$ cat config.mk
export PLATFORM = sky130hd
export DESIGN_NAME = spi_target
export DESIGN_NICKNAME = d
export VERILOG_FILES = /design/src/rtl/spi_target_pkg.sv /design/src/rtl/spi_target_sync.sv /design/src/rtl/spi_target.sv
export SDC_FILE = /design/constraint.sdc
export NUM_CORES = 1
export LEC_CHECK = 0
export BUFFER_PORTS_ARGS = -buffer_cell sky130_fd_sc_hd__clkbuf_2
export CORE_MARGIN = 3
export CORE_UTILIZATION = 55
export CTS_CLUSTER_DIAMETER = 80
export DETAILED_ROUTE_END_ITERATION = 8
export PLACE_DENSITY = 0.75
export SYNTH_ARGS = -nofsm -noshare
export SYNTH_HDL_FRONTEND = slang
export SYNTH_SLANG_ARGS = --single-unit
export TNS_END_PERCENT = 50
$ cat constraint.sdc
create_clock -name clock -period 2.41 [get_ports clock]
set_clock_uncertainty 0.15 [all_clocks]
set_input_delay 0.241 -clock clock [delete_from_list [all_inputs] [get_ports clock]]
set_output_delay 0.241 -clock clock [all_outputs]
set_load 0.01 [all_outputs]
$ cat src/rtl/spi_target_pkg.sv
// Shared constants, state encoding and command decode for the BIFROST SPI target port.
package spi_target_pkg;

    localparam logic [7:0] CMD_WRITE       = 8'h02;
    localparam logic [7:0] CMD_READ        = 8'h03;
    localparam int         SPI_TGT_DIV_MIN = 16;

    typedef enum logic [2:0] {
        ST_IDLE,
        ST_CMD,
        ST_ADDR,
        ST_WDATA,
        ST_RDATA,
        ST_IGNORE
    } state_t;

    typedef enum logic [1:0] {
        OP_NONE,
        OP_WRITE,
        OP_READ
    } op_t;

    function automatic op_t decode_cmd(input logic [7:0] cmd);
        case (cmd)
            CMD_WRITE: return OP_WRITE;
            CMD_READ:  return OP_READ;
            default:   return OP_NONE;
        endcase
    endfunction

endpackage

$ cat src/rtl/spi_target_sync.sv
// N-stage synchronizer for an asynchronous pin, with registered-history rise/fall detect.
module spi_target_sync #(
    parameter int STAGES = 2
) (
    input  logic clock,
    input  logic reset,
    input  logic raw,
    output logic rise,
    output logic fall
);

    logic [STAGES-1:0] chain;
    logic              prev;
    logic              level;

    // Clearing to 0 means a pin already low at reset release shows no falling edge,
    // so a frame interrupted by reset is only re-entered through a fresh cs_n fall.
    always_ff @(posedge clock) begin
        if (reset) begin
            chain <= '0;
            prev  <= 1'b0;
        end else begin
            // NOTE: non-blocking so each stage captures its neighbour's old value,
            // giving a true shift chain instead of a single flop.
            chain <= {chain[STAGES-2:0], raw};
            prev  <= chain[STAGES-1];
        end
    end

    assign level = chain[STAGES-1];
    assign rise  = level & ~prev;
    assign fall  = ~level & prev;

endmodule

$ cat src/rtl/spi_target.sv
// SPI mode-0 target bridging an external host onto the BIFROST register bus.
// Pins are oversampled on clock; register accesses leave as one-cycle strobes.
module spi_target
    import spi_target_pkg::*;
#(
    parameter int SYNC_STAGES = 2
) (
    input  logic       clock,
    input  logic       reset,
    input  logic       sck,
    input  logic       cs_n,
    input  logic       mosi,
    output logic       miso,
    output logic       miso_oe,
    output logic [7:0] reg_addr,
    output logic [7:0] reg_wdata,
    output logic       reg_we,
    output logic       reg_re,
    input  logic [7:0] reg_rdata,
    output logic       busy
);

    logic sck_rise, sck_fall, cs_rise, cs_fall;
    logic [SYNC_STAGES-1:0] mosi_chain;
    logic mosi_s;

    spi_target_sync #(.STAGES(SYNC_STAGES)) u_sync_sck (
        .clock (clock),
        .reset (reset),
        .raw   (sck),
        .rise  (sck_rise),
        .fall  (sck_fall)
    );

    spi_target_sync #(.STAGES(SYNC_STAGES)) u_sync_cs (
        .clock (clock),
        .reset (reset),
        .raw   (cs_n),
        .rise  (cs_rise),
        .fall  (cs_fall)
    );

    always_ff @(posedge clock) begin
        if (reset) mosi_chain <= '0;
        else       mosi_chain <= {mosi_chain[SYNC_STAGES-2:0], mosi};
    end
    assign mosi_s = mosi_chain[SYNC_STAGES-1];

    state_t     state_q, state_d;
    op_t        op_q, op_d;
    logic [2:0] bit_cnt_q, bit_cnt_d;
    logic [7:0] rx_q, rx_d;
    logic [7:0] tx_q, tx_d;
    logic       miso_bit_q, miso_bit_d;
    logic [7:0] addr_q, addr_d;
    logic [7:0] wdata_q, wdata_d;
    logic       we_q, we_d;
    logic       re_q, re_d;
    logic       load_q, load_d;

    logic [7:0] rx_byte;
    logic       byte_done;
    op_t        cmd_op;

    always_ff @(posedge clock) begin
        if (reset) begin
            state_q    <= ST_IDLE;
            op_q       <= OP_NONE;
            bit_cnt_q  <= '0;
            rx_q       <= '0;
            tx_q       <= '0;
            miso_bit_q <= 1'b0;
            addr_q     <= '0;
            wdata_q    <= '0;
            we_q       <= 1'b0;
            re_q       <= 1'b0;
            load_q     <= 1'b0;
        end else begin
            state_q    <= state_d;
            op_q       <= op_d;
            bit_cnt_q  <= bit_cnt_d;
            rx_q       <= rx_d;
            tx_q       <= tx_d;
            miso_bit_q <= miso_bit_d;
            addr_q     <= addr_d;
            wdata_q    <= wdata_d;
            we_q       <= we_d;
            re_q       <= re_d;
            load_q     <= load_d;
        end
    end

    always_comb begin
        // NOTE: every next-state value is given its hold value first, so no branch
        // that skips an assignment can infer a latch.
        state_d    = state_q;
        op_d       = op_q;
        bit_cnt_d  = bit_cnt_q;
        rx_d       = rx_q;
        tx_d       = tx_q;
        miso_bit_d = miso_bit_q;
        addr_d     = addr_q;
        wdata_d    = wdata_q;
        we_d       = 1'b0;
        re_d       = 1'b0;
        load_d     = re_q;
        rx_byte    = {rx_q[6:0], mosi_s};
        cmd_op     = decode_cmd(rx_byte);
        byte_done  = sck_rise && (bit_cnt_q == 3'd7);

        // cs_n release wins over any SCK edge seen in the same cycle.
        if (cs_rise) begin
            state_d = ST_IDLE;
        end else if (state_q == ST_IDLE) begin
            if (cs_fall) begin
                state_d    = ST_CMD;
                op_d       = OP_NONE;
                bit_cnt_d  = '0;
                rx_d       = '0;
                miso_bit_d = 1'b0;
            end
        end else begin
            if (sck_rise) begin
                rx_d      = rx_byte;
                bit_cnt_d = bit_cnt_q + 3'd1;
            end
            if (sck_fall && (state_q == ST_RDATA)) begin
                miso_bit_d = tx_q[7];
                tx_d       = {tx_q[6:0], 1'b0};
            end
            if (byte_done) begin
                case (state_q)
                    ST_CMD: begin
                        op_d    = cmd_op;
                        state_d = (cmd_op == OP_NONE) ? ST_IGNORE : ST_ADDR;
                    end
                    ST_ADDR: begin
                        addr_d = rx_byte;
                        if (op_q == OP_READ) begin
                            re_d    = 1'b1;
                            state_d = ST_RDATA;
                        end else begin
                            state_d = ST_WDATA;
                        end
                    end
                    ST_WDATA: begin
                        wdata_d = rx_byte;
                        we_d    = 1'b1;
                    end
                    ST_RDATA: re_d = 1'b1;
                    default: ;
                endcase
            end
        end

        // Strobe follow-up: read data lands the cycle after reg_re, and the address
        // advances once the current access has been presented.
        if (load_q) begin
            tx_d   = reg_rdata;
            addr_d = addr_q + 8'd1;
        end
        if (we_q) begin
            addr_d = addr_q + 8'd1;
        end
    end

    assign reg_addr  = addr_q;
    assign reg_wdata = wdata_q;
    assign reg_we    = we_q;
    assign reg_re    = re_q;
    assign miso      = (state_q == ST_RDATA) ? miso_bit_q : 1'b0;
    assign busy      = (state_q != ST_IDLE) && !cs_rise;
    assign miso_oe   = busy;

endmodule

==> impl_results.md <==
- Status: finished, final reports clean
- Sequential power share: 57.1%
- Core Area: 3770 um^2
- TritonCTS clock tree: built
- VDD IR-drop max: 0.712 mV
- Clock Tree Buf Depth: 2
- Main area contributors after synthesis: dfxtp_1 46%, mux2i_1 9.0%, nor2_1 4.6%, a22o_1 3.9%, nor2b_1 3.9%
- Leading area contributor after synthesis: dfxtp_1
- # clock sinks: 51
- Total GRT Usage: 19.3%
- Worst setup SP type: flop
- Simple-Gate Fraction of Synth Area: 22.3%
- CP arrival: 2150 ps
- Lkg Pwr: 1.06 nW
- Combinational Power Share: 3.4%
- Synth Warn #: 0
- Clock power share: 39.5%
- Async S/R FF share, synth: 0%
- Top cell type's share of synthesized area: 45.9%
- Diode count: 0
- Worst Path Max Fanout: 8
- Post-CTS Setup Bufs: 0
- Compound-Gate Fraction of Synth Area: 17.0%
- Internal: 1.19 mW
- Global route overflow: 0
- Fin crit share: 87.1%
- Max-slew violation count: 0
- Post-Route WL: 4.68 mm
- WS Path Type: flop to flop
- Fillers: 297
- Row count: 22
- Final Wtd Congestion: 0.879
- Post-CTS Hold Buffers: 3
- Largest net degree at the start of global routing: 42
- Antenna-violating nets left: 0
- H-tree levels: 2
- Syn Std Cell Area: 2230 um^2
- Residual DRC: 0
- Detailed Place HPWL: 3.33 mm
- DRT Pass-1 Iters: 4
- Critical path required time: 2460 ps
- Port Buffers: 33
- Worst hold path class: input pin to flop
- Vias in the first global route: 1596
- Layout cells sized above 1: 19.6%
- First-pass GRT wire length: 7.62 mm
- Worst-Margin Slew: 987 ps
- Sequential cell area fraction in the yosys report: 45.9%
- Crit path time final: 2100 ps
- CTS root buf: clkbuf_8
- Synth Net Count: 244
- Final hold violation count: 0
- Max frequency: 477 MHz
- DIE HEIGHT: 69.6 um
- Ys flop type: dfxtp_1
- Die width: 69.6 um
- Num CTS Buffers: 5
- Power per Cell Area: 584 nW/um^2
- Syn Area/Cell: 9.76 um^2
- NumNets Final: 280
- Netlist cell types: 45
- Seq cells post-synth: 51
- Io pins: 34
- Synth Area in Adders: 1.69%
- DR WL/cell: 14.9 um
- Post-route setup TNS: 0 ps
- Die area: 4850 um^2
- DR vias: 1799
- Unrepaired setup endpoints after global routing: no
- Worst-path clk slew: 90 ps
- Crit end category: flop
- Synth Instances: 228
- Main combinational cell family by area after synthesis: simple AND/OR/NAND/NOR gates
- Final Setup Violations: 0
- Switching pwr: 0.312 mW
- Starting density of the core: 59.0%
- Non-filler cells, final: 313
- Mux share of post-synthesis cell area: 9.50%
- Clk_lat worst skew: 300 ps
- Slew HR: 33.7%
- Commonest non-fill, non-tap cell in the layout: dfxtp_1
- Initial antenna violation count: 0
- Sw Share: 20.9%
- Dpl cells: 302
- Area Overhead vs Synth: 15.2%
- Initial DRC Count: 129
- Via/cell ratio: 5.75
- Post-synth EDFFs: 0
- Max-cap violations: 0
- Post_cts resized: 0
- XOR/XNOR share of the synthesized area: 0.393%
- Most frequent cells in the layout: 51 x dfxtp_1, 33 x clkbuf_2, 27 x nor2_1
[worst paths after layout]
check	depth (start not counted)	slack, ps	end	startpoint
max	6	310	reg_addr[2]	bit_cnt_q[0]
min	3	20	tx_q[0]	reg_rdata[0]
min reg2reg	1	300	u_sync_cs.chain[1]	u_sync_cs.chain[0]
max reg2reg	6	310	reg_addr[2]	bit_cnt_q[0]
[cells by family after synthesis]
kind of cell / after synthesis
AND/OR/NAND/NOR: 87
AO/OA/AOI/OAI: 50
adder cells (fa/ha/maj): 3
flip-flops: 51
multiplexers: 21
buffers and inverters: 15
XOR/XNOR: 1
[per-layer routing]
metal | track usage (%) | wire, um
met5 | 0 | 0
met4 | 6.17 | 43
met3 | 4.35 | 219
met2 | 28.5 | 2040
met1 | 27.8 | 2380
[flip-flops by register name, summed over array words and instances, names as in the netlist]
signal and flops:
reg_wdata 8, tx_q 8, bit_cnt_q 3, load_q 1, u_sync_sck.chain 2, op_q 2
state_q 3, u_sync_cs.prev 1, reg_re 1, reg_addr 8, rx_q 7, reg_we 1
u_sync_cs.chain 2, mosi_chain 2, u_sync_sck.prev 1, miso_bit_q 1
[worst max-delay path, stage by stage, from the launching register on]
cell       delay [ps]
dfxtp_1           350
ha_1              150
ha_1              150
nand3b_1          240
nor4_4            550
a211oi_1          120
a2111oi_2         290
[synth_stat cells (2+ instances only)]
master	number
a211oi_1	11
nor2_1	27
ha_1	3
a21oi_1	10
nor2b_1	14
mux2i_1	20
nor4_1	4
o21a_1	2
clkbuf_1	6
inv_1	4
buf_4	2
a31oi_1	3
o21ai_0	6
nand4_1	2
a2111oi_2	2
nor3b_1	2
buf_2	2
dfxtp_1	51
a22o_1	10
nand2_1	5
nand2b_1	6
or3_1	2
nor3_1	5
and3_1	5
nand3_1	4
[power groups by stage]
stage	sequential [mW]	clock [mW]	combinational, mW
floorplan	0.871	0	0.0312
global placement	0.874	0	0.0469
detailed placement	0.874	0	0.0472
CTS	0.854	0.602	0.0511
global route	0.856	0.633	0.0564
finish	0.854	0.592	0.0510
[metrics by stage]
step / cell area [um^2] / util, % / power, mW / worst slack [ps] / hold WS, ps
2_1_floorplan: 2230 / - / 0.902 / 533 / 219
3_3_place_gp: 2420 / 64.2 / 0.921 / 366 / 267
3_5_place_dp: 2420 / 64.2 / 0.921 / 331 / 277
4_1_cts: 2560 / 68.0 / 1.51 / 305 / 21.1
5_1_grt: 2560 / 68.0 / 1.55 / 42.3 / 42.3
6_report: 2560 / 68.0 / 1.50 / 312 / 23.1
[area by class of cell]
cell class	instances	area, um^2	area share, %
Clock inverter	2	38.8	1.51
Timing Repair Buffer	40	225	8.78
Multi-Input combinational cell	162	1130	44.1
Inverter	4	15.0	0.586
Tap cell	48	60.1	2.34
Sequential cell	51	1020	39.8
Clock buffer	6	72.6	2.83
No activity file was read; power rests on OpenSTA's default activity.
